[src/rtl/mystic_pkg.sv]
// Shared definitions for the mystic instruction fetch unit.
//   fetch_state_e : fetch FSM state encoding
//   UNCOMP_MARK   : low two bits that mark a 32-bit (uncompressed) instruction
package mystic_pkg;

   typedef enum logic [2:0] {
      IDLE    = 3'd0,
      REQ_LO  = 3'd1,
      WAIT_LO = 3'd2,
      REQ_HI  = 3'd3,
      WAIT_HI = 3'd4,
      DONE    = 3'd5
   } fetch_state_e;

   localparam logic [1:0] UNCOMP_MARK = 2'b11;

endpackage : mystic_pkg

[src/rtl/mystic_fetch_align.sv]
// Halfword assembly and compressed-instruction detection (purely combinational).
// Ports:
//   rdata         : read data word currently returned by memory
//   half          : upper halfword kept from the first word of a word-crossing fetch
//   hi_phase      : rdata is the second word of a word-crossing fetch
//   upper_sel     : the instruction starts in the upper halfword of rdata (pc[1]=1)
//   instr         : assembled instruction, zero-extended when compressed
//   is_compressed : instruction is 16 bits wide
//   need_hi       : the upper halfword starts a 32-bit instruction; fetch the next word
module mystic_fetch_align
   import mystic_pkg::*;
(
   input  logic [31:0] rdata,
   input  logic [15:0] half,
   input  logic        hi_phase,
   input  logic        upper_sel,
   output logic [31:0] instr,
   output logic        is_compressed,
   output logic        need_hi
);

   always_comb begin
      instr         = '0;
      is_compressed = 1'b0;
      need_hi       = 1'b0;
      if (hi_phase) begin
         // Low half of the next word completes the instruction begun in the previous word.
         instr = {rdata[15:0], half};
      end else if (upper_sel) begin
         is_compressed = (rdata[17:16] != UNCOMP_MARK);
         need_hi       = ~is_compressed;
         instr         = {16'h0000, rdata[31:16]};
      end else begin
         is_compressed = (rdata[1:0] != UNCOMP_MARK);
         instr         = is_compressed ? {16'h0000, rdata[15:0]} : rdata;
      end
   end

endmodule : mystic_fetch_align

[src/rtl/mystic_instr_fetch.sv]
// Instruction fetch unit: turns a single-cycle PC read pulse into one or two
// word reads on a req/gnt/rvalid memory port and returns the instruction,
// handling 16-bit compressed instructions and word-crossing 32-bit ones.
// Ports:
//   clk_i, rstn_i           : clock, asynchronous active-low reset
//   pc_i, pc_read_i         : fetch address and fetch request pulse
//   mem_req_o, mem_addr_o   : memory read request (held until granted), word address
//   mem_gnt_i               : request accepted
//   mem_rvalid_i, mem_rdata_i : read data return
//   instr_o, instr_pc_o     : fetched instruction and its PC (held until next ready)
//   is_compressed_o         : instr_o is a 16-bit instruction
//   instr_ready_o           : one-cycle result pulse
//   fetch_err_o             : misaligned PC or timeout; valid with instr_ready_o
module mystic_instr_fetch
   import mystic_pkg::*;
#(
   parameter int TIMEOUT_CYCLES = 255
) (
   input  logic        clk_i,
   input  logic        rstn_i,
   input  logic [31:0] pc_i,
   input  logic        pc_read_i,
   output logic        mem_req_o,
   output logic [31:0] mem_addr_o,
   input  logic        mem_gnt_i,
   input  logic        mem_rvalid_i,
   input  logic [31:0] mem_rdata_i,
   output logic [31:0] instr_o,
   output logic [31:0] instr_pc_o,
   output logic        is_compressed_o,
   output logic        instr_ready_o,
   output logic        fetch_err_o
);

   localparam int CNT_W = $clog2(TIMEOUT_CYCLES + 1);

   fetch_state_e state_q, state_d;
   logic [CNT_W-1:0] wait_cnt_q, wait_cnt_d;
   logic [31:0] pc_q;
   logic [15:0] half_q;
   logic [31:0] instr_q, instr_pc_q;
   logic        comp_q, err_q;

   logic        ld_pc, ld_half, ld_res;
   logic [31:0] res_instr, res_pc;
   logic        res_comp, res_err;
   logic        timeout;

   logic [31:0] al_instr;
   logic        al_comp, al_need_hi;

   mystic_fetch_align u_align (
      .rdata         (mem_rdata_i),
      .half          (half_q),
      .hi_phase      (state_q == WAIT_HI),
      .upper_sel     (pc_q[1]),
      .instr         (al_instr),
      .is_compressed (al_comp),
      .need_hi       (al_need_hi)
   );

   assign timeout = (wait_cnt_q == CNT_W'(TIMEOUT_CYCLES - 1));

   always_ff @(posedge clk_i or negedge rstn_i) begin
      if (!rstn_i) begin
         state_q    <= IDLE;
         wait_cnt_q <= '0;
      end else begin
         state_q    <= state_d;
         wait_cnt_q <= wait_cnt_d;
      end
   end

   always_comb begin
      state_d    = state_q;
      mem_req_o  = 1'b0;
      mem_addr_o = '0;
      ld_pc      = 1'b0;
      ld_half    = 1'b0;
      ld_res     = 1'b0;
      res_instr  = '0;
      res_comp   = 1'b0;
      res_err    = 1'b0;
      res_pc     = pc_q;
      wait_cnt_d = '0;

      case (state_q)
         IDLE: begin
            if (pc_read_i) begin
               ld_pc  = 1'b1;
               res_pc = pc_i;
               if (pc_i[0]) begin
                  state_d = DONE;
                  ld_res  = 1'b1;
                  res_err = 1'b1;
               end else begin
                  state_d = REQ_LO;
               end
            end
         end
         REQ_LO, REQ_HI: begin
            mem_req_o  = 1'b1;
            mem_addr_o = (state_q == REQ_HI) ? {pc_q[31:2] + 30'd1, 2'b00}
                                             : {pc_q[31:2], 2'b00};
            // A same-cycle rvalid is not looked at here: the grant alone moves us on.
            if (mem_gnt_i) begin
               state_d = (state_q == REQ_HI) ? WAIT_HI : WAIT_LO;
            end else if (timeout) begin
               state_d = DONE;
               ld_res  = 1'b1;
               res_err = 1'b1;
            end
         end
         WAIT_LO, WAIT_HI: begin
            if (mem_rvalid_i) begin
               if (state_q == WAIT_LO && al_need_hi) begin
                  state_d = REQ_HI;
                  ld_half = 1'b1;
               end else begin
                  state_d   = DONE;
                  ld_res    = 1'b1;
                  res_instr = al_instr;
                  res_comp  = al_comp;
               end
            end else if (timeout) begin
               state_d = DONE;
               ld_res  = 1'b1;
               res_err = 1'b1;
            end
         end
         DONE: begin
            state_d = IDLE;
         end
         default: begin
            state_d = IDLE;
         end
      endcase

      // Counter restarts on every state change and counts while parked in REQ_*/WAIT_*.
      if (state_d == state_q && state_q != IDLE && state_q != DONE) begin
         wait_cnt_d = wait_cnt_q + 1'b1;
      end
   end

   always_ff @(posedge clk_i or negedge rstn_i) begin
      if (!rstn_i) begin
         pc_q       <= '0;
         half_q     <= '0;
         instr_q    <= '0;
         instr_pc_q <= '0;
         comp_q     <= 1'b0;
         err_q      <= 1'b0;
      end else begin
         if (ld_pc) begin
            pc_q <= pc_i;
         end
         if (ld_half) begin
            half_q <= mem_rdata_i[31:16];
         end
         if (ld_res) begin
            instr_q    <= res_instr;
            instr_pc_q <= res_pc;
            comp_q     <= res_comp;
            err_q      <= res_err;
         end
      end
   end

   assign instr_o         = instr_q;
   assign instr_pc_o      = instr_pc_q;
   assign is_compressed_o = comp_q;
   assign instr_ready_o   = (state_q == DONE);
   assign fetch_err_o     = err_q & (state_q == DONE);

endmodule : mystic_instr_fetch

[config.mk]
export PLATFORM = sky130hd
export DESIGN_NAME = mystic_instr_fetch
export DESIGN_NICKNAME = d
export VERILOG_FILES = /design/src/rtl/mystic_pkg.sv /design/src/rtl/mystic_fetch_align.sv /design/src/rtl/mystic_instr_fetch.sv
export SDC_FILE = /design/constraint.sdc
export NUM_CORES = 1
export LEC_CHECK = 0
export CAP_MARGIN = 15
export CORE_UTILIZATION = 30
export CTS_BUF_LIST = sky130_fd_sc_hd__clkbuf_8
export DETAILED_ROUTE_END_ITERATION = 10
export HOLD_SLACK_MARGIN = 0.15
export MAX_ROUTING_LAYER = met4
export PLACE_DENSITY = 0.62
export SYNTH_ARGS = -nofsm -noshare
export SYNTH_HDL_FRONTEND = slang
export SYNTH_HIERARCHICAL = 1
export SYNTH_SLANG_ARGS = --single-unit
[constraint.sdc]
create_clock -name clk_i -period 2.9 [get_ports clk_i]
set_clock_uncertainty 0.05 [all_clocks]
set_input_delay 0.725 -clock clk_i [delete_from_list [all_inputs] [get_ports clk_i]]
set_output_delay 0.725 -clock clk_i [all_outputs]
set_load 0.02 [all_outputs]
# --- Word-level counts from Yosys, hierarchy flattened ---
# Cells that the tools add are included.
totals:
  out_inout_bits: 100
  input_bits: 69
  reg_bits: 125
classes:
  muxes: 41
  n_addsub: 2
  bitwise_logic: 2
  eq_ne: 10
  reduce_logical: 7
ops:
  columns: ["cell", "n"]
  rows:
  - ["two-way mux 32 bit", 10]
  - ["adder 30 x 1 -> 30 bit, second input constant", 1]
  - ["two-way mux 3 bit", 7]
  - ["two-way mux 1 bit", 20]
  - ["case mux 3 bit (3 select lines)", 1]
  - ["adder 8 x 1 -> 8 bit, second input constant", 1]
  - ["== test 8 bit, second input constant", 1]
  - ["two-way mux 8 bit", 1]
  - ["== test 3 x 2 -> 1 bit, second input constant", 2]
  - ["== test 3 bit, second input constant", 2]
  - ["case mux 1 bit (3 select lines)", 2]
  - ["!= test 2 bit, second input constant", 2]
  - ["OR reduction 2 bit", 2]
  - ["== test 3 x 1 -> 1 bit, second input constant", 1]
  - ["== test 3 bit", 1]
  - ["logical AND 1 bit", 3]
  - ["logical NOT 3 bit", 1]
  - ["!= test 3 bit, second input constant", 1]
  - ["nonzero test 3 bit", 1]
  - ["bitwise AND 1 bit", 1]
  - ["NOT 1 bit", 1]

# --- Depth between registers and ports, before layout ---
# Gate-level depths: netlist (run 1).
depth:
  depth_word: 12
  ltp_mapped: 13
  mapped_depth_nobuf: 7

# --- Modules after synthesis ---
# The synthesis (run 1) kept the hierarchy.
modules_own_cells:
  columns: ["mod", "area_per_inst_um2", "cells_each", "seq_area_each_um2", "instances"]
  rows:
  - ["mystic_instr_fetch", 5716.7, 463, 3128.0, 1]
  - ["mystic_fetch_align", 654.4, 108, 0.0, 1]

# --- Worst setup path after synthesis (run 1) ---
# Ideal clock, no wire load.
synth_timing:
  path_type: "reg-to-output"
  start: "register state_q[2]"
  end: "output port mem_addr_o[25]"
  setup_slack_ps: 162
  arrival_ps: 1963
  required_ps: 2125
  stages_incl_launch_ff: 6
  cell_sequence: "dfrtp_1 > and3b_1 > clkbuf_1 > nand2_1 > clkbuf_1 > o41ai_1"
synth_via:
  elab_chain_cells: 3
synth_lines:
  columns: ["element", "line_no", "source"]
  rows:
  - ["from (decl)", "mystic_instr_fetch.sv:37", "fetch_state_e state_q, state_d;"]
  - ["from (signal assigned)", "mystic_instr_fetch.sv:69", "state_q <= state_d;"]
  - ["== test 3 x 2 -> 1 bit or == test 3 x 1 -> 1 bit (tied branches)", "mystic_instr_fetch.sv:87, mystic_instr_fetch.sv:103", null]
  - ["two-way mux 32 bit or OR reduction 2 bit (tied branches)", "mystic_instr_fetch.sv:103, mystic_instr_fetch.sv:87", null]
  - ["two-way mux 32 bit (*)", "mystic_instr_fetch.sv:87", "case (state_q)"]
  - ["to (decl)", "mystic_instr_fetch.sv:24", "output logic [31:0] mem_addr_o,"]
# Mark *: on every way between the ends. The rest lies on a longest branch, timed or not.

# --- Worst setup path in the final report (run 1) ---
layout_timing:
  start: "register pc_q[2]"
  end: "output port mem_addr_o[26]"
layout_via:
  elab_chain_cells: 3
layout_lines:
  columns: ["element", "line_no", "source"]
  rows:
  - ["from (decl)", "mystic_instr_fetch.sv:39", "logic [31:0] pc_q;"]
  - ["from (signal assigned)", "mystic_instr_fetch.sv:155", "pc_q <= pc_i;"]
  - ["adder 30 x 1 -> 30 bit", "mystic_instr_fetch.sv:103", "mem_addr_o = (state_q == REQ_HI) ? {pc_q[31:2] + 30'd1, 2'b00}"]
  - ["two-way mux 32 bit", "mystic_instr_fetch.sv:103", null]
  - ["two-way mux 32 bit", "mystic_instr_fetch.sv:87", null]
# Every way passes these cells.

==> results of run 1 <==
[cell usage after synthesis, drive strengths merged, types with 2 or more instances]
library cell	count
nand3	16
and3	5
a211o	2
nor2	23
mux2i	19
o21ai	39
o21a	4
mux2	76
or2	3
and2	4
buf	26
nor2b	2
inv	8
nor4b	2
or3	5
or4	11
o31ai	9
nand4	11
ha	3
nand3b	2
a21oi	15
xnor2	6
o41ai	2
clkbuf	14
nor4	4
nand2	48
and4	6
a22o	33
and3b	4
nor3b	2
o311ai	2
nand2b	16
dfrtp	125
xor2	11
[final timing paths]
kind | from | end | slack, ps
max | pc_q[2] | mem_addr_o[26] | -160
min | rstn_i | instr_o[25] | 210
max reg2reg | state_q[1] | instr_o[19] | 300
min reg2reg | instr_pc_o[23] | instr_pc_o[23] | 440
max in group asynchronous | rstn_i | instr_pc_o[8] | 1920
min in group clk_i | instr_pc_o[23] | instr_pc_o[23] | 440
[repair_timing]
item | in CTS | in global routing
hold buffers | 0 | 0
pin swaps | 5 | 17
gates resized for setup | 139 | 56
buffers inserted | 5 | 8
gates cloned | 1 | 0
hold endpoints to repair | 0 | 0
setup endpoints to repair | 33 | 30
[power groups by stage]
stage / sequential (W) / combinational (W) / clock, W
after CTS: 0.00303 / 0.00550 / 0.00171
final: 0.00303 / 0.00560 / 0.00166
after global placement: 0.00304 / 0.00546 / 0
after global routing: 0.00314 / 0.00604 / 0.00179
after floorplan: 0.00360 / 0.00247 / 0
after detailed placement: 0.00305 / 0.00549 / 0
[cell families after synthesis]
family / after synthesis / share of synthesized area
and+or+nand+nor: 168 / 0.146
DFF: 125 / 0.491
AOI/OAI and AO/OA: 114 / 0.123
muxes: 95 / 0.164
buffers and inverters: 48 / 0.0461
xor gates and xnor gates: 17 / 0.0234
adders and majority gates: 3 / 0.00589
other: 1 / 0.000589
[layout by cell type (no fill, tap or decap), types with 3 or more instances in the layout]
cell               n
dfrtp_1          125
inv_1              8
or3_1              3
and3b_1            3
nand4_1           11
and4_1             4
o21ai_0           38
and2_1             3
clkbuf_8          19
buf_2              4
o21a_1             4
or4_4              7
nand2b_1          15
buf_6             12
xor2_1            11
mux2_2            59
clkdlybuf4s50_1  132
dlygate4sd2_1      4
xnor2_1            6
buf_12             5
buf_4             86
nor4_2             3
a21oi_1            6
o31ai_1            9
a21oi_2            7
or4_1              4
clkinv_2           3
nand3_1           13
mux2_1            17
clkbuf_2           9
or2_2              3
mux2i_1           19
a22o_1            33
nand2_1           46
and3_1             3
clkinvlp_4         3
nor2_1            23
bufinv_16          4
[registers in the layout, indices dropped and copies added (netlist names)]
signal	flops
err_q	1
pc_q	32
is_compressed_o	1
wait_cnt_q	8
instr_o	32
state_q	3
half_q	16
instr_pc_o	32
[routing by layer]
metal,GRT usage,share of wire,vias to the layer above
met4,0.0526,0.016,0
met2,0.268,0.47,158
met3,0.0534,0.060,22
met5,-,0,-
met1,0.224,0.45,2591
li1,-,-,2548
[area by class of cell]
class | count | area [sq um] | area share
multi-input combinational | 399 | 3210 | 0.340
sequential | 125 | 3130 | 0.332
timing repair buffer | 252 | 2300 | 0.244
tap | 270 | 338 | 0.0358
clock buffer | 19 | 262 | 0.0277
clock inverter | 11 | 166 | 0.0176
inverter | 8 | 30.0 | 0.00318
[per-stage QoR]
stage	std cells	setup slack (ps)	hold WS, ps
final	1084	-158	213
after global routing	1084	-231	219
after CTS	1078	-184	198
after detailed placement	1042	-176	432
after global placement	1042	-158	423
after floorplan	572	162	379
[critical path: cells and delay by family, from the launching register on]
kind                     cells  cell delay [ps]
AND/OR/NAND/NOR              3              880
AO/OA/AOI/OAI                1              190
flip-flops                   1              410
buffers and inverters        1              170
adder cells (fa/ha/maj)      1              200
==> out/qor.csv, run 1 <==
metric,value,unit
RePlAce Congestion,0.901,
GRT Overall Usage,0.176,
Vias,5319,
Sink Count,125,
Hold Path Class,primary input to asynchronous set/reset pin,
violated checks,setup timing,
Die H,148,microns
Max-slew headroom,0.630,
post-synthesis cell area,6370,sq um
DPL Wire Length,13000,microns
min cycle time layout,3060,ps
Final Util,0.460,
Synth area leaders,"dfrtp_1 (49%), mux2_2 (10%), a22o_1 (4.5%)",
clock tree buffer depth,2,
die area,21800,sq um
FP Rows,52,
final WL,18200,microns
number of global-route vias before repair,5366,
antenna cells,0,
crit-path max FO,4,
post-route worst setup slack,-158,ps
CTS tree,done,
Root Buffer,clkbuf_8,
P_leak,4.08,nW
largest net degree at the start of global routing,64,
Post-synth EDFFs,0,
max-slew violations,0,
worst slew pin tran,555,ps
first-pass GRT wire length,28900,microns
register area share after synthesis,0.491,
Ports,169,
H-tree levels,4,
Initial Util,0.311,
Synth top area share,0.491,
share of layout cells above drive strength 1,0.310,
dpl cell area,8730,sq um
Iter 0 DRT Violations,236,
Clock Latency Late Sink,430,ps
PwrDens,1090,nW/um^2
synthesis-to-finish area growth,48.1,%
nets,875,
Synth area leader,dfrtp_1,
"slowest stage delay, CP",450,ps
clock network fraction of design power,0.161,
Design Power,0.0103,W
die width,148,microns
grt ovf,0,
filler cell count,1932,
NetSw,0.00401,W
run status,finished with violations,
Buffers on Ports,166,
CP arrival,2280,ps
CP Cell Sequence,ha_2 > and3_4 > nand4_1 > or4_1 > a21oi_1 > buf_4,
RSZ-0062 raised after global routing,yes,
initial antenna violation count,0,
Num CTS Buffers,17,
FMAX,0.327,GHz
Reg power frac,0.295,
P_int,0.00629,W
final instance area,9440,sq um
final setup vio count,12,
switching part of the total,0.389,
Gate power share,0.544,
Syn Area/Cell,11.2,sq um
Remaining DRCs,0,
Avg Vias per Cell,4.91,
Yosys warning count,6,
library cells used by synthesis,55,
final hold viol count,0,
final setup TNS,-902,ps
reg2reg path depth,10,
Worst Path Required,2120,ps
clock-pin slew on the worst setup and hold paths,80,ps
Worst setup SP type,flop,
Post-DRT Antenna Nets,0,
peak supply drop,510,uV
critical path type,flop to primary output,
DRT Pass-1 Iters,4,
Worst setup EP type,primary output,
Yosys reg bits,125,
asr flop ratio synth,1.00,
crit share post-route,1.05,
Main synth FF type,dfrtp_1,
routed len/inst,16.8,microns
cells after synthesis,571,
max-cap violations,0,
Crit-path slowest cell,or4_1,
Core ar.,20500,sq um
(Power assumes the default switching activity.)
==> inputs of run 2 (changes only) <==
CTS_CLUSTER_SIZE = 40   (was not set)
==> results of run 2 <==
Same layout as run 1: the final DEF is identical, and so are final timing and power.
==> inputs of run 3 (changes only) <==
CORE_MARGIN = 5   (was not set)
MAX_ROUTING_LAYER = not set   (was met4)
SYNTH_HIERARCHICAL = not set   (was 1)
==> out/qor.csv, run 3 <==
metric,value,unit
run status,finished with violations,
violated checks,setup timing,
Final Util,0.456,
"top cells by count, synth","dfrtp_1 (125), nand2_1 (90), mux2_2 (61)",
Worst setup EP type,primary output,
Min Hold Slack,222,ps
P_leak,3.94,nW
largest net degree at the start of global routing,72,
Post-DRT Antenna Nets,0,
critical path type,flop to primary output,
"most common cell after layout, fill and taps aside",clkdlybuf4s50_1,
clock tree buffer depth,2,
CTS tree,done,
FF/Latch Area,3130,sq um
Die H,154,microns
max-slew violations,0,
number of global-route vias before repair,5516,
max-cap violations,0,
Syn Area/Cell,10.8,sq um
final setup vio count,13,
FMAX,0.323,GHz
Num CTS Buffers,17,
die area,23800,sq um
crit-path max FO,9,
FP Rows,52,
Main synth FF type,dfrtp_1,
post-route worst setup slack,-193,ps
min cycle time layout,3090,ps
Avg Vias per Cell,4.93,
clock-pin slew on the worst setup and hold paths,90,ps
filler cell count,1931,
Worst Path Required,2120,ps
Max-slew headroom,0.235,
Post-Synth Adder-Cell Area,0.00601,
simple-gate share of the synthesized area,0.157,
Post-CTS Hold Buffers,0,
register area share after synthesis,0.501,
Buffers on Ports,166,
Ports,169,
PwrDens,1060,nW/um^2
Vias,5324,
dpl cells,1044,
DRT Pass-1 Iters,4,
share of layout cells above drive strength 1,0.293,
Worst setup SP type,flop,
RSZ-0062 raised after global routing,yes,
Root Buffer,clkbuf_8,
die width,154,microns
Multi-input gate area,3210,sq um
synthesis-to-finish area growth,48.7,%
Hold Path Class,primary input to asynchronous set/reset pin,
asr flop ratio synth,1.00,
Initial Util,0.306,
Post-synth EDFFs,0,
H-tree levels,4,
antenna cells,0,
post-synthesis cell area,6240,sq um
most frequent cells in the layout,"clkdlybuf4s50_1 (132), dfrtp_1 (125), nand2_1 (88)",
Iter 0 DRT Violations,280,
Sink Count,125,
routed len/inst,18.2,microns
final hold viol count,0,
Yosys warning count,0,
crit share post-route,1.07,
fin cells,1081,
CP arrival,2320,ps
library cells used by synthesis,52,
final setup TNS,-1470,ps
cells after synthesis,580,
Synth area leader,dfrtp_1,
final WL,19700,microns
initial antenna violation count,0,
Synth area leaders,"dfrtp_1 (50%), mux2_2 (11%), nand2_1 (5.4%)",
Remaining DRCs,0,
DPL Wire Length,13900,microns
XOR/XNOR Fraction of Synth Area,0.0253,
largest family of logic cells by synthesized area,simple AND/OR/NAND/NOR gates,
grt ovf,0,
peak supply drop,494,uV
most common cell in the netlist,dfrtp_1,
Yosys reg bits,125,
worst slew pin tran,1140,ps
Synth top area share,0.501,
Core ar.,20400,sq um
post-synthesis mux area share,0.144,
nets,870,
RePlAce Congestion,0.813,
Clock Latency Late Sink,440,ps
GRT Overall Usage,0.163,
first-pass GRT wire length,30900,microns
post-synthesis compound-gate area fraction,0.138,
## run 3: path summary, 6_finish.rpt
check	slack (ps)	cells past startpoint	to	start
max	-190	6	mem_addr_o[30]	state_q[2]
min	220	2	half_q[12]	rstn_i
max in group asynchronous	2200	2	instr_pc_o[23]	rstn_i
min reg2reg	430	2	half_q[10]	half_q[10]
min in group clk_i	430	2	half_q[10]	half_q[10]
max reg2reg	600	6	instr_o[26]	state_q[2]
## run 3: repair_timing
item,4_1_cts,5_1_grt
setup endpoints to repair,33,30
setup buffers,4,2
gates resized for setup,135,53
pin swaps,5,2
## run 3: area by class of cell
cell class | count | area share
Tap cell | 270 | 0.0364
Sequential cell | 125 | 0.337
Inverter | 6 | 0.00243
Clock inverter | 15 | 0.0160
Timing Repair Buffer | 234 | 0.237
Clock buffer | 17 | 0.0252
Multi-Input combinational cell | 414 | 0.346
## run 3: cell families (layout without fill, tap and decap cells)
family,after synthesis,count (layout)
adders and majority gates,3,3
xor gates and xnor gates,18,18
buffers and inverters,42,272
AOI/OAI and AO/OA,117,117
and+or+nand+nor,192,192
other,1,2
muxes,82,82
DFF,125,125
## run 3: report_power, final
part	internal, W	switching (W)
logic	0.00258	0.00282
clock network	0.000641	0.000846
registers	0.00247	0.000446
## run 3: metal layers
| metal | GRT usage | vias up | part of all wire |
|---|---|---|---|
| li1 | - | 2569 | - |
| met1 | 0.211 | 2606 | 0.44 |
| met2 | 0.268 | 116 | 0.49 |
| met3 | 0.0377 | 33 | 0.038 |
| met4 | 0.0627 | 0 | 0.035 |
| met5 | 0 | - | 0 |
## run 3: per-stage QoR
step	setup WS, ps	instance area (sq um)	power (W)
2_1_floorplan	-38.9	6260	0.00582
3_3_place_gp	-273	8690	0.00825
3_5_place_dp	-281	8690	0.00831
4_1_cts	-261	9180	0.00982
5_1_grt	-313	9280	0.0104
6_report	-193	9280	0.00981
## run 3: worst max-delay path, stage by stage (launching register included)
cell,delay [ps]
dfrtp_1,390
nand4b_4,170
or3_4,470
nor4_4,300
buf_4,150
mux2i_2,210
buf_4,170
==> edit (flow settings as in run 3) <==
Reset style: synchronous (`rstn_i`), changed in 2 clocked blocks. Comments in the files are not updated.
--- a/src/rtl/mystic_instr_fetch.sv
+++ b/src/rtl/mystic_instr_fetch.sv
@@ -61,7 +61,7 @@
 
    assign timeout = (wait_cnt_q == CNT_W'(TIMEOUT_CYCLES - 1));
 
-   always_ff @(posedge clk_i or negedge rstn_i) begin
+   always_ff @(posedge clk_i) begin
       if (!rstn_i) begin
          state_q    <= IDLE;
          wait_cnt_q <= '0;
@@ -142,7 +142,7 @@
       end
    end
 
-   always_ff @(posedge clk_i or negedge rstn_i) begin
+   always_ff @(posedge clk_i) begin
       if (!rstn_i) begin
          pc_q       <= '0;
          half_q     <= '0;
Function: differs if rstn_i is asserted again (counterexample within 4 cycles, from zero or initial values and one cycle with rstn_i low); with rstn_i held inactive, the same outputs for 4 cycles.
==> edit against run 3 <==
- the flow still finishes with violations (setup timing)
- register-to-register slack got worse by 40 ps
- area after synthesis fell by 3.9%
- sequential cell count stayed put
- critical path depth grew 1
- setup slack got worse by 260 ps
- routed wire length grew 1.5%
- cell area is 2.9% lower
- critical path type unchanged
- critical endpoint is now mem_addr_o[20]
Power is not compared: it rests on default switching activity, and its combinational part moved more than twofold at a synthesized area within 25%.
==> edit: results (changes against run 3) <==
Run status
  – Status: finished with violations
  – Failing checks: setup timing

Clock network
  – Worst-path clk slew: 70 ps (-20 ps)
  – CTS max path bufs: 2 (unchanged)
  – H-tree depth: 4 (unchanged)
  – Root Buffer Master: clkbuf_8
  – Cts bufs inserted: 17 (unchanged)
  – Clk_lat worst skew: 440 ps (about the same)

Finish
  – Fillers: 1932 (+0.052%)
  – Nets: 980 (+13%)
  – Layout cells sized above 1: 20.63% (-8.7 points)

STA
  – Setup total negative slack: -6548 ps (-5083 ps)
  – Slew HR: 59.46% (+36 points)
  – Final setup margin: -448.7 ps (-255.4 ps)
  – Final setup viols: 21 (+8)

Worst setup path
  – R2r worst-path depth: 6 (unchanged)
  – Worst-path maximum fanout: 5 (-4)
  – Worst path arrival time: 2570 ps (+250 ps)

Drt
  – WL final: 19.96 mm (+1.5%)
  – 1st-pass router iterations: 5 (+1)
  – Via-per-instance ratio: 4.875 (-1.0%)
  – Vias after detailed routing: 5791 (+8.8%)
  – 1st-iter DRT viols: 313 (+12%)

Synthesis
  – Top cells by count, synth: dfxtp_1 (125), nand2_1 (111), a21oi_1 (85)
  – Sequential cell area fraction in the yosys report: 41.74% (-8.4 points)
  – Number of synthesis warnings: 0 (unchanged)
  – Post-synth cell types: 57 (+9.6%)
  – Post-synthesis cell count: 699 (+21%)
  – Synth top area cells: dfxtp_1 (42%), a21oi_1 (7.1%), nand2_1 (6.9%)
  – Async S/R FF share, synth: 0% (-100 points)
  – Top FF cell, synth: dfxtp_1
  – Post-synth EDFFs: 0 (unchanged)

Hold path
  – Worst hold-check path type: reg -> reg
  – Hold-critical path depth: 2

Global routing
  – Initial antenna violation count: 2 (+2)
  – Total GRT Usage: 17.10% (+0.75 points)
  – Vias in the first global route: 5728 (+3.8%)
  – First-pass GRT wire length: 30.57 mm (-1.1%)
  – Largest net degree at the start of global routing: 43 (-40%)

Power
  – LEAKAGE: 0.003336 uW
  – Maximum VDD drop: 0.0002419 V

Placed design
  – Post-detail-place hpwl: 13.74 mm (-1.1%)
  – Inst Count DP: 1144 (+9.6%)
  – Pre-CTS worst setup slack: -393.7 ps (-112.5 ps)
  – Final GP Congestion: 0.8927 (+9.8%)
  – Placed instance area: 8374 um2 (-3.6%)
  – Port Buf Inserts: 166 (unchanged)
edit: changes by cell type in the layout (fill, tap and decap cells not counted), sizes merged, moves of 8 or more:
cell | before | now
dfrtp | 125 | 0
dfxtp | 0 | 125
a21oi | 14 | 85
and2 | 2 | 33
mux2 | 61 | 31
nand2 | 90 | 111
nor2 | 18 | 38
a22o | 16 | 0
o2bb2ai | 17 | 31
o21ai | 23 | 10
or4 | 6 | 16
buf | 87 | 96
o31ai | 6 | 14
edit: final cells by class:
type	count	share of cell area (%)
inverters	11	0.4582
clock inverters	14	1.708
well taps	265	3.680
repair buffers	242	25.28
diodes	2	0.05554
clock buffers	18	2.749
multi-input cells	511	38.17
flip-flops and latches	125	27.90
edit: cell families (layout without fill, tap and decap cells):
family,after synthesis,count (layout),share of synthesized area (%)
other,1,4,0.06254
multiplexers,51,51,9.161
adder cells (fa/ha/maj),3,3,0.6261
AND/OR/NAND/NOR,261,261,21.89
buffers and inverters,64,285,4.528
flip-flops,125,125,41.74
XOR/XNOR,15,15,2.191
AO/OA/AOI/OAI,179,179,19.80
edit: final timing paths:
path / start / endpoint / slack, ps
worst max register to register: state_q[1] / instr_pc_o[3] / 560
worst min-delay path: half_q[15] / half_q[15] / 410
worst min register to register: half_q[15] / half_q[15] / 410
worst max-delay path: pc_q[3] / mem_addr_o[20] / -450
edit: per-stage QoR:
stage,power (uW),utilization (%)
after detailed placement,2842,42.75
after CTS,4426,45.65
after global placement,2838,42.75
after floorplan,2384,-
final,4386,46.00
after global routing,4612,46.00
edit: repair_timing:
item                                    4_1_cts  5_1_grt
endpoints found under the hold margin         0        0
pin swaps                                    22        3
hold buffers                                  0        0
setup buffers                                 8        4
endpoints found under the setup margin       30       25
gates resized for setup                     155       17
edit: routing by layer:
metal / vias up / GRT usage [%] / share of wire, %
met3: 22 / 3.830 / 4.6
met1: 2716 / 22.48 / 46
met5: - / 0 / 0
met2: 129 / 27.54 / 48
met4: 0 / 6.029 / 1.6
li1: 2924 / - / -
edit: critical path, stage by stage (launching register included):
cell and delay, ps:
dfxtp_2 360, ha_4 130, nand3b_1 100, or4_4 610, buf_6 170, or4_4 510, a21oi_2 120, buf_4 140
edit: power breakdown:
part / internal, uW / total (uW) / switching (uW)
registers: 1810 / 1860 / 49.7
logic: 440 / 965 / 526
clock network: 859 / 1560 / 705
total: 3110 / 4390 / 1280
